==> config.mk <==
export PLATFORM = sky130hd
export DESIGN_NAME = multicycle_ctl_flat
export DESIGN_NICKNAME = d
export VERILOG_FILES = /design/src/rtl/mips_pkg.sv /design/src/rtl/multicycle_ctl_if.sv /design/src/rtl/mctl_outdec.sv /design/src/rtl/multicycle_ctl.sv /design/src/flat_wrapper.sv
export SDC_FILE = /design/constraint.sdc
export NUM_CORES = 1
export LEC_CHECK = 0
export BUFFER_PORTS_ARGS = -buffer_cell sky130_fd_sc_hd__buf_2
export CORE_UTILIZATION = 49
export CTS_BUF_LIST = sky130_fd_sc_hd__clkbuf_8
export DETAILED_ROUTE_END_ITERATION = 10
export GPL_TIMING_DRIVEN = 0
export HOLD_SLACK_MARGIN = 0.06
export PLACE_DENSITY = 0.87
export SLEW_MARGIN = 20
export SYNTH_ARGS = -nofsm -noshare
export SYNTH_HDL_FRONTEND = slang
export SYNTH_SLANG_ARGS = --single-unit
==> constraint.sdc <==
create_clock -name clk -period 3.9 [get_ports clk]
set_input_delay 0.78 -clock clk [delete_from_list [all_inputs] [get_ports clk]]
set_output_delay 0.78 -clock clk [all_outputs]
set_load 0.01 [all_outputs]
==> src/rtl/mips_pkg.sv <==
// rtl/mips_pkg.sv - shared ISA constants, control selects and FSM state encodings for the multicycle MIPS core
package mips_pkg;

    localparam logic [5:0] OP_RTYPE = 6'b000000;
    localparam logic [5:0] OP_LW    = 6'b100011;
    localparam logic [5:0] OP_SW    = 6'b101011;
    localparam logic [5:0] OP_BEQ   = 6'b000100;
    localparam logic [5:0] OP_BNE   = 6'b000101;
    localparam logic [5:0] OP_J     = 6'b000010;
    localparam logic [5:0] OP_ADDI  = 6'b001000;
    localparam logic [5:0] OP_ANDI  = 6'b001100;

    localparam logic [1:0] ALUOP_ITYPE = 2'b00;
    localparam logic [1:0] ALUOP_SUB   = 2'b01;
    localparam logic [1:0] ALUOP_RTYPE = 2'b10;
    localparam logic [1:0] ALUOP_ADD   = 2'b11;

    localparam logic [1:0] PCSRC_ALU    = 2'b00;
    localparam logic [1:0] PCSRC_ALUOUT = 2'b01;
    localparam logic [1:0] PCSRC_JUMP   = 2'b10;

    localparam logic [1:0] SRCB_REG    = 2'b00;
    localparam logic [1:0] SRCB_FOUR   = 2'b01;
    localparam logic [1:0] SRCB_IMM    = 2'b10;
    localparam logic [1:0] SRCB_BRANCH = 2'b11;

    typedef enum logic [3:0] {
        S_FETCH  = 4'd0,
        S_DECODE = 4'd1,
        S_MEMADR = 4'd2,
        S_MEMRD  = 4'd3,
        S_MEMWB  = 4'd4,
        S_MEMWR  = 4'd5,
        S_RTEXE  = 4'd6,
        S_RTWB   = 4'd7,
        S_BRANCH = 4'd8,
        S_JUMP   = 4'd9,
        S_IEXE   = 4'd10,
        S_IWB    = 4'd11,
        S_TRAP   = 4'd12
    } state_t;

    typedef struct packed {
        logic       pc_write;
        logic       pc_write_cond;
        logic       pc_write_cond_ne;
        logic       iord;
        logic       mem_read;
        logic       mem_write;
        logic       ir_write;
        logic       mem_to_reg;
        logic       reg_write;
        logic       reg_dst;
        logic       alu_src_a;
        logic [1:0] alu_src_b;
        logic [1:0] pc_source;
        logic [1:0] alu_op;
        logic [5:0] alu_funct;
        logic       illegal;
    } ctl_t;

endpackage

==> src/rtl/multicycle_ctl_if.sv <==
// rtl/multicycle_ctl_if.sv - instruction fields, memory handshake and control word between controller and datapath
interface multicycle_ctl_if;
    logic [5:0] opcode;
    logic [5:0] funct;
    logic       mem_ready;
    logic       PCWrite;
    logic       PCWriteCond;
    logic       PCWriteCondNe;
    logic       IorD;
    logic       MemRead;
    logic       MemWrite;
    logic       IRWrite;
    logic       MemtoReg;
    logic       RegWrite;
    logic       RegDst;
    logic       ALUSrcA;
    logic [1:0] ALUSrcB;
    logic [1:0] PCSource;
    logic [1:0] ALUOp;
    logic [5:0] alu_funct;
    logic       illegal;

    modport master (
        input  opcode, funct, mem_ready,
        output PCWrite, PCWriteCond, PCWriteCondNe, IorD, MemRead, MemWrite, IRWrite,
               MemtoReg, RegWrite, RegDst, ALUSrcA, ALUSrcB, PCSource, ALUOp, alu_funct, illegal
    );

    modport slave (
        output opcode, funct, mem_ready,
        input  PCWrite, PCWriteCond, PCWriteCondNe, IorD, MemRead, MemWrite, IRWrite,
               MemtoReg, RegWrite, RegDst, ALUSrcA, ALUSrcB, PCSource, ALUOp, alu_funct, illegal
    );
endinterface

==> src/rtl/mctl_outdec.sv <==
// rtl/mctl_outdec.sv - combinational state/opcode to control word decoder (Moore, except FETCH IR/PC writes)
module mctl_outdec
    import mips_pkg::*;
(
    input  state_t     state_i,
    input  logic [5:0] opcode_i,
    input  logic [5:0] funct_i,
    input  logic       mem_ready_i,
    output ctl_t       ctl_o
);

    always_comb begin
        ctl_o           = '0;
        ctl_o.alu_funct = funct_i;
        case (state_i)
            S_FETCH: begin
                ctl_o.mem_read  = 1'b1;
                ctl_o.alu_src_b = SRCB_FOUR;
                ctl_o.alu_op    = ALUOP_ADD;
                ctl_o.pc_source = PCSRC_ALU;
                // IR and PC only capture once the fetch has actually returned
                ctl_o.ir_write  = mem_ready_i;
                ctl_o.pc_write  = mem_ready_i;
            end
            S_DECODE: begin
                ctl_o.alu_src_b = SRCB_BRANCH;
                ctl_o.alu_op    = ALUOP_ADD;
            end
            S_MEMADR: begin
                ctl_o.alu_src_a = 1'b1;
                ctl_o.alu_src_b = SRCB_IMM;
                ctl_o.alu_op    = ALUOP_ADD;
            end
            S_MEMRD: begin
                ctl_o.mem_read = 1'b1;
                ctl_o.iord     = 1'b1;
            end
            S_MEMWB: begin
                ctl_o.reg_write  = 1'b1;
                ctl_o.mem_to_reg = 1'b1;
            end
            S_MEMWR: begin
                ctl_o.mem_write = 1'b1;
                ctl_o.iord      = 1'b1;
            end
            S_RTEXE: begin
                ctl_o.alu_src_a = 1'b1;
                ctl_o.alu_src_b = SRCB_REG;
                ctl_o.alu_op    = ALUOP_RTYPE;
            end
            S_RTWB: begin
                ctl_o.reg_write = 1'b1;
                ctl_o.reg_dst   = 1'b1;
            end
            S_BRANCH: begin
                ctl_o.alu_src_a        = 1'b1;
                ctl_o.alu_src_b        = SRCB_REG;
                ctl_o.alu_op           = ALUOP_SUB;
                ctl_o.pc_source        = PCSRC_ALUOUT;
                ctl_o.pc_write_cond    = ~opcode_i[0];
                ctl_o.pc_write_cond_ne = opcode_i[0];
            end
            S_JUMP: begin
                ctl_o.pc_write  = 1'b1;
                ctl_o.pc_source = PCSRC_JUMP;
            end
            S_IEXE: begin
                ctl_o.alu_src_a = 1'b1;
                ctl_o.alu_src_b = SRCB_IMM;
                ctl_o.alu_op    = ALUOP_ITYPE;
                ctl_o.alu_funct = opcode_i;
            end
            S_IWB: begin
                ctl_o.reg_write = 1'b1;
            end
            S_TRAP: begin
                ctl_o.illegal = 1'b1;
            end
            default: ;
        endcase
    end

endmodule

==> src/rtl/multicycle_ctl.sv <==
// rtl/multicycle_ctl.sv - multicycle MIPS control FSM; MCTL_ILLEGAL_TRAP_EN enables the sticky illegal-opcode trap
module multicycle_ctl
    import mips_pkg::*;
(
    input  logic            clk,
    input  logic            reset,
    multicycle_ctl_if.master bus
);

    state_t state_q, state_d;
    ctl_t   ctl, ctl_g;

    always_comb begin
        state_d = state_q;
        case (state_q)
            S_FETCH:  if (bus.mem_ready) state_d = S_DECODE;
            S_DECODE: begin
                case (bus.opcode)
                    OP_LW, OP_SW:      state_d = S_MEMADR;
                    OP_RTYPE:          state_d = S_RTEXE;
                    OP_BEQ, OP_BNE:    state_d = S_BRANCH;
                    OP_J:              state_d = S_JUMP;
                    OP_ADDI, OP_ANDI:  state_d = S_IEXE;
`ifdef MCTL_ILLEGAL_TRAP_EN
                    default:           state_d = S_TRAP;
`else
                    default:           state_d = S_FETCH;
`endif
                endcase
            end
            S_MEMADR: state_d = (bus.opcode == OP_SW) ? S_MEMWR : S_MEMRD;
            S_MEMRD:  if (bus.mem_ready) state_d = S_MEMWB;
            S_MEMWB:  state_d = S_FETCH;
            S_MEMWR:  if (bus.mem_ready) state_d = S_FETCH;
            S_RTEXE:  state_d = S_RTWB;
            S_RTWB:   state_d = S_FETCH;
            S_BRANCH: state_d = S_FETCH;
            S_JUMP:   state_d = S_FETCH;
            S_IEXE:   state_d = S_IWB;
            S_IWB:    state_d = S_FETCH;
`ifdef MCTL_ILLEGAL_TRAP_EN
            S_TRAP:   state_d = S_TRAP;
`endif
            default:  state_d = S_FETCH;
        endcase
    end

    always_ff @(posedge clk or posedge reset) begin
        if (reset) state_q <= S_FETCH;
        else       state_q <= state_d;
    end

    mctl_outdec u_outdec (
        .state_i     (state_q),
        .opcode_i    (bus.opcode),
        .funct_i     (bus.funct),
        .mem_ready_i (bus.mem_ready),
        .ctl_o       (ctl)
    );

    // The state register already reads FETCH during reset; mask so nothing fires until release
    always_comb begin
        ctl_g = ctl;
        if (reset) ctl_g = '0;
    end

    assign bus.PCWrite       = ctl_g.pc_write;
    assign bus.PCWriteCond   = ctl_g.pc_write_cond;
    assign bus.PCWriteCondNe = ctl_g.pc_write_cond_ne;
    assign bus.IorD          = ctl_g.iord;
    assign bus.MemRead       = ctl_g.mem_read;
    assign bus.MemWrite      = ctl_g.mem_write;
    assign bus.IRWrite       = ctl_g.ir_write;
    assign bus.MemtoReg      = ctl_g.mem_to_reg;
    assign bus.RegWrite      = ctl_g.reg_write;
    assign bus.RegDst        = ctl_g.reg_dst;
    assign bus.ALUSrcA       = ctl_g.alu_src_a;
    assign bus.ALUSrcB       = ctl_g.alu_src_b;
    assign bus.PCSource      = ctl_g.pc_source;
    assign bus.ALUOp         = ctl_g.alu_op;
    assign bus.alu_funct     = ctl_g.alu_funct;
    assign bus.illegal       = ctl_g.illegal;

endmodule

==> src/flat_wrapper.sv <==
// flat-port wrapper written by rule: the top's interface ports become plain ports
module multicycle_ctl_flat import mips_pkg::*;
  (clk, reset, bus_opcode, bus_funct, bus_mem_ready, bus_PCWrite, bus_PCWriteCond, bus_PCWriteCondNe, bus_IorD, bus_MemRead, bus_MemWrite, bus_IRWrite, bus_MemtoReg, bus_RegWrite, bus_RegDst, bus_ALUSrcA, bus_ALUSrcB, bus_PCSource, bus_ALUOp, bus_alu_funct, bus_illegal);
  multicycle_ctl_if bus_i ();
  input  logic clk;
  input  logic reset;
  input wire logic [$bits(bus_i.opcode)-1:0] bus_opcode;
  input wire logic [$bits(bus_i.funct)-1:0] bus_funct;
  input wire logic [$bits(bus_i.mem_ready)-1:0] bus_mem_ready;
  output wire logic [$bits(bus_i.PCWrite)-1:0] bus_PCWrite;
  output wire logic [$bits(bus_i.PCWriteCond)-1:0] bus_PCWriteCond;
  output wire logic [$bits(bus_i.PCWriteCondNe)-1:0] bus_PCWriteCondNe;
  output wire logic [$bits(bus_i.IorD)-1:0] bus_IorD;
  output wire logic [$bits(bus_i.MemRead)-1:0] bus_MemRead;
  output wire logic [$bits(bus_i.MemWrite)-1:0] bus_MemWrite;
  output wire logic [$bits(bus_i.IRWrite)-1:0] bus_IRWrite;
  output wire logic [$bits(bus_i.MemtoReg)-1:0] bus_MemtoReg;
  output wire logic [$bits(bus_i.RegWrite)-1:0] bus_RegWrite;
  output wire logic [$bits(bus_i.RegDst)-1:0] bus_RegDst;
  output wire logic [$bits(bus_i.ALUSrcA)-1:0] bus_ALUSrcA;
  output wire logic [$bits(bus_i.ALUSrcB)-1:0] bus_ALUSrcB;
  output wire logic [$bits(bus_i.PCSource)-1:0] bus_PCSource;
  output wire logic [$bits(bus_i.ALUOp)-1:0] bus_ALUOp;
  output wire logic [$bits(bus_i.alu_funct)-1:0] bus_alu_funct;
  output wire logic [$bits(bus_i.illegal)-1:0] bus_illegal;
  assign bus_i.opcode = bus_opcode;
  assign bus_i.funct = bus_funct;
  assign bus_i.mem_ready = bus_mem_ready;
  assign bus_PCWrite = bus_i.PCWrite;
  assign bus_PCWriteCond = bus_i.PCWriteCond;
  assign bus_PCWriteCondNe = bus_i.PCWriteCondNe;
  assign bus_IorD = bus_i.IorD;
  assign bus_MemRead = bus_i.MemRead;
  assign bus_MemWrite = bus_i.MemWrite;
  assign bus_IRWrite = bus_i.IRWrite;
  assign bus_MemtoReg = bus_i.MemtoReg;
  assign bus_RegWrite = bus_i.RegWrite;
  assign bus_RegDst = bus_i.RegDst;
  assign bus_ALUSrcA = bus_i.ALUSrcA;
  assign bus_ALUSrcB = bus_i.ALUSrcB;
  assign bus_PCSource = bus_i.PCSource;
  assign bus_ALUOp = bus_i.ALUOp;
  assign bus_alu_funct = bus_i.alu_funct;
  assign bus_illegal = bus_i.illegal;
  multicycle_ctl u_core (.clk(clk), .reset(reset), .bus(bus_i));
endmodule
# Yosys cells after proc, flatten, opt, wreduce, memory -nomap -nowiden

Index checks and enable logic that the tools add are counted.
Widths: inputs -> output; s select.

Word-level logic and storage cells: 58
Register bits after elaboration: 4

Reductions and logical operators: 12
Bitwise operators: 1
Eq/ne operators: 22
Mux-type cells: 22

Operators by type and width:

| cell               | count |
|---|---|
| $pmux 4 s7         | 1 |
| $mux 24            | 1 |
| $eq 4x4->1 const B | 5 |
| $pmux 4 s5         | 1 |
| $eq 4x3->1 const B | 4 |
| $eq 6x3->1 const B | 2 |
| $eq 6x4->1 const B | 2 |
| $eq 6x6->1 const B | 2 |
| $mux 4             | 3 |
| $pmux 2 s3         | 2 |
| $reduce_or 2->1    | 6 |
| $mux 1             | 9 |
| $eq 4x2->1 const B | 2 |
| $eq 6x2->1 const B | 1 |
| $logic_not 6->1    | 1 |
| $mux 6             | 1 |
| $ne 2x2->1 const B | 3 |
| $reduce_or 3->1    | 2 |
| $eq 4x1->1 const B | 1 |
| $logic_not 4->1    | 1 |
| $pmux 2 s2         | 1 |
| $reduce_or 4->1    | 1 |
| $mux 3             | 1 |
| $reduce_and 3->1   | 1 |
| 3 further kinds    | 3 |

# Longest topological paths before layout

Depth in word-level cells: 4
Depth in mapped cells: 5

# Cells and area by module

Synthesis repeated with hierarchy kept, for this count alone.

Cell total of the unflattened synthesis: 116
Area, all modules: 870.8 µm²

Modules (own cells, without submodules):

| module         | cells each | times used | area each (µm²) | seq. area each (µm²) |
|---|---|---|---|---|
| multicycle_ctl | 71         | 1          | 535.5           | 100.1 |
| mctl_outdec    | 45         | 1          | 335.3           | 0.0 |

# Least setup slack after synthesis

OpenSTA, ideal clock, no wires.

Kind: input-to-output
From: in reset
To: out bus_PCWriteCond
Stages on the path: 4
Path buffers: 1
Data arrival time: 1.582 ns
Data required time: 3.120 ns
Slack: 1.538 ns
Path through: buf_2 nor3_1 and3_1 nor2b_1

Longest elaborated chain between the ends: 1

RTL lines:

| element     | RTL line             | text |
|---|---|---|
| from (decl) | flat_wrapper.sv:6    | `input logic reset;` |
| $mux 24     | multicycle_ctl.sv:64 | `if (reset) ctl_g = '0;` |
| to (decl)   | flat_wrapper.sv:11   | `output wire logic [$bits(bus_i.PCWriteCond)-1:0] bus_PCWriteCond;` |

Every way passes these cells.

# Worst setup path after layout

Same ends and word-level chain as after synthesis.

==> impl_metrics.ini <==
[status]
status = completed

[critical_path]
cpMostUsedCell = buf_2
cp_max_fo = 9
arrival_ns = 1.63
cp-end-kind = output pin
crit_required_ns = 3.12
startpoint_type = input port
cpMaxStageDelayCell = nor3_1
slowest_delay_ns = 0.23
worstSetupPathType = input port to output pin
cp_cell_sequence = buf_2 > nor3_1 > and3_1 > nor2b_1 > buf_2

[job]
cap_violations = 0

[drt]
routed_wl_um = 1880
wl_met3_um = 117
drt_pass1_iterations = 4
drc = 0
wl_met2_um = 880
vias = 841
drtIter0Drc = 28
wl_met1_um = 817
route.antenna.remaining_nets = 0
avgRoutedWirePerCell_um = 12.79
top_layer = met4
drt-vias-per-instance = 5.721

[sta]
layout_setup_ws_ns = 1.490
fmax_mhz = 415.0
fin_skew_ns = 0.004402
worst_pin_slew_ns = 0.4295
max-slew-margin-rel_pct = 71.37
timing.final.crit_share_pct = 61.79
setup_violations = 0
finalCriticalPeriod_ns = 2.410
timing.setup.tns_ns = 0
rsz0062_at_grt = false
drv_slew = 0
hold_viol_final = 0

[pwr]
p_clk_share_pct = 18.3
switchingPower_uw = 231.7
power.density_nw_per_um2 = 518.4
p_sw_share_pct = 46.89
ir_drop_v = 0.0002555
p_leak_nw = 0.5073
total_power_uw = 494.2
power.share.sequential_pct = 13.9
p_int_uw = 262.5
combPwrFrac_pct = 67.8

[synthesis]
synth.distinct_cells = 39
ys_seq_area_share_pct = 14.13
ys_warn_count = 0
synth-xor-area-share_pct = 2.473
synthAdderAreaFrac_pct = 0
avgSynthCellArea_um2 = 7.698
synth_top_family_by_area = simple AND/OR/NAND/NOR gates
synth_compound_area_share_pct = 21.02
synth.ff_latch_count = 4
syn_nets = 107
synth_cells = 92
yosys.area_share.simple_pct = 42.23
syn_area_um2 = 708.2
muxShareOfSynthArea_pct = 9.894

[placement]
numPortBuffers = 37
dp_slack_ns = 1.492
dp_cells = 144
gp_congestion = 0.8975
post-dp-hpwl_um = 1446

[floorplan]
io_pins = 39
chipHeight_um = 40.02
core_area_um2 = 1318
die_w_um = 40.02
die-area_um2 = 1601
initial_core_util_pct = 53.75
rows = 13

[cts]
root_buffer = clkbuf_8
ctsHoldBuffers = 0
cts_num_sinks = 4
htree_levels = 1
cts_buffers = 3
path_clk_slew_ns = 0.03
cts.repair.resized = 0
cts_setup_buffers = 0
cts_tree = done
clockBufferDepth = 2
worstSkewPairLatency_ns = 0.22

[final_layout]
largestRegisters = u_core.state_q x4
layout-drive-gt1-share_pct = 41.67
n_antenna_cell = 0
synthToLayoutAreaGrowth_pct = 34.63
final_nets = 149
largest_reg_flops = 4
fin_util_pct = 72.36
regMostFlops = u_core.state_q
final_cell_count_no_fill = 147

[global_routing]
grt_first_pass_wirelength_um = 2697
track_usage_pct = 25.98
overflow = 0
grt_max_degree = 11
antenna_found_initial = 0
grt_pass1_vias = 646

[min_path]
worstHoldPathType = input port to async pin
==> worst max-delay path, delay by kind of cell <==
family | cells | cell delay, ns
buf+inv | 2 | 0.28
simple gates | 3 | 0.58
==> area by class of cell <==
| class | instances | area, µm² |
|---|---|---|
| fillers | 113 | 364.1 |
| multi-input cells | 75 | 535.5 |
| clock buffers | 3 | 41.29 |
| flip-flops and latches | 4 | 100.1 |
| plain buffers | 8 | 53.80 |
| inverters | 5 | 18.77 |
| repair buffers | 37 | 185.2 |
| well taps | 15 | 18.77 |
==> power groups by stage <==
| stage | sequential (mW) | clock [mW] | combinational [mW] |
|---|---|---|---|
| floorplan | 0.0662 | 0 | 0.252 |
| global placement | 0.0679 | 0 | 0.326 |
| detailed placement | 0.0691 | 0 | 0.332 |
| CTS | 0.0687 | 0.0904 | 0.333 |
| global route | 0.0704 | 0.0953 | 0.362 |
| finish | 0.0687 | 0.0907 | 0.335 |
==> final timing paths <==
check	from	end	slack, ns	cells after the start
max in group asynchronous	reset	u_core.state_q[3]	3.16	2
worst max-delay path	reset	bus_PCWriteCond	1.49	5
worst min register to register	u_core.state_q[0]	u_core.state_q[0]	0.72	2
min in group clk	u_core.state_q[0]	u_core.state_q[0]	0.72	2
worst max register to register	u_core.state_q[2]	u_core.state_q[2]	2.55	4
worst min-delay path	reset	u_core.state_q[2]	0.54	2
==> per-stage QoR <==
stage	cell area, µm²	hold WS, ns
2_1_floorplan	708.2	0.6404
3_3_place_gp	912.1	0.7130
3_5_place_dp	912.1	0.7162
4_1_cts	953.4	0.5432
5_1_grt	953.4	0.5616
6_report	953.4	0.5397
==> Yosys cell counts, drive strengths merged <==
master | number | area (µm²)
nor4b | 1 | 8.760
and2 | 1 | 6.260
nor2b | 6 | 37.54
a32o | 1 | 10.01
a22oi | 1 | 7.510
o21ai | 3 | 15.01
a32oi | 1 | 8.760
xor2 | 2 | 17.52
a211oi | 2 | 15.01
and4b | 1 | 10.01
a21oi | 1 | 5.000
buf | 8 | 53.80
a31o | 2 | 17.52
nor3 | 8 | 40.04
o2111a | 1 | 11.26
nand2 | 4 | 15.01
or2 | 1 | 6.260
o311ai | 1 | 8.760
a2111oi | 1 | 10.01
dfrtp | 4 | 100.1
and3 | 4 | 25.02
a31oi | 1 | 6.260
o32ai | 1 | 16.27
inv | 5 | 18.76
mux2i | 7 | 70.07
nand2b | 4 | 40.04
nor2 | 13 | 65.06
a2bb2oi | 1 | 8.760
o2bb2ai | 1 | 8.760
nand3 | 1 | 5.000
nor4 | 4 | 40.04
==> per-layer routing <==
| layer | track usage [%] | vias up |
|---|---|---|
| met4 | 18.10 | 0 |
| li1 | - | 422 |
| met1 | 26.51 | 363 |
| met5 | 0 | - |
| met3 | 3.333 | 7 |
| met2 | 47.98 | 49 |
==> logic make-up (layout without fill, tap and decap cells) <==
logic type,after synthesis,count (layout)
xor+xnor,2,2
compound gates,18,18
buf+inv,13,53
mux,7,7
simple gates,48,48
flops,4,4
==> layout by cell type, fill, tap and decap left out, types with 2 or more instances in the layout <==
master     n
a31o_2     2
nand2b_1   2
inv_1      4
and3_1     4
nand2b_4   2
nand2_1    4
nor2_1    12
dfrtp_1    4
nor3_1     8
a211oi_1   2
nor4_1     3
clkbuf_8   3
xor2_1     2
o21ai_0    2
buf_2     41
mux2i_1    7
buf_6      2
nor2b_1    6
No activity file was read; power rests on OpenSTA's default activity.
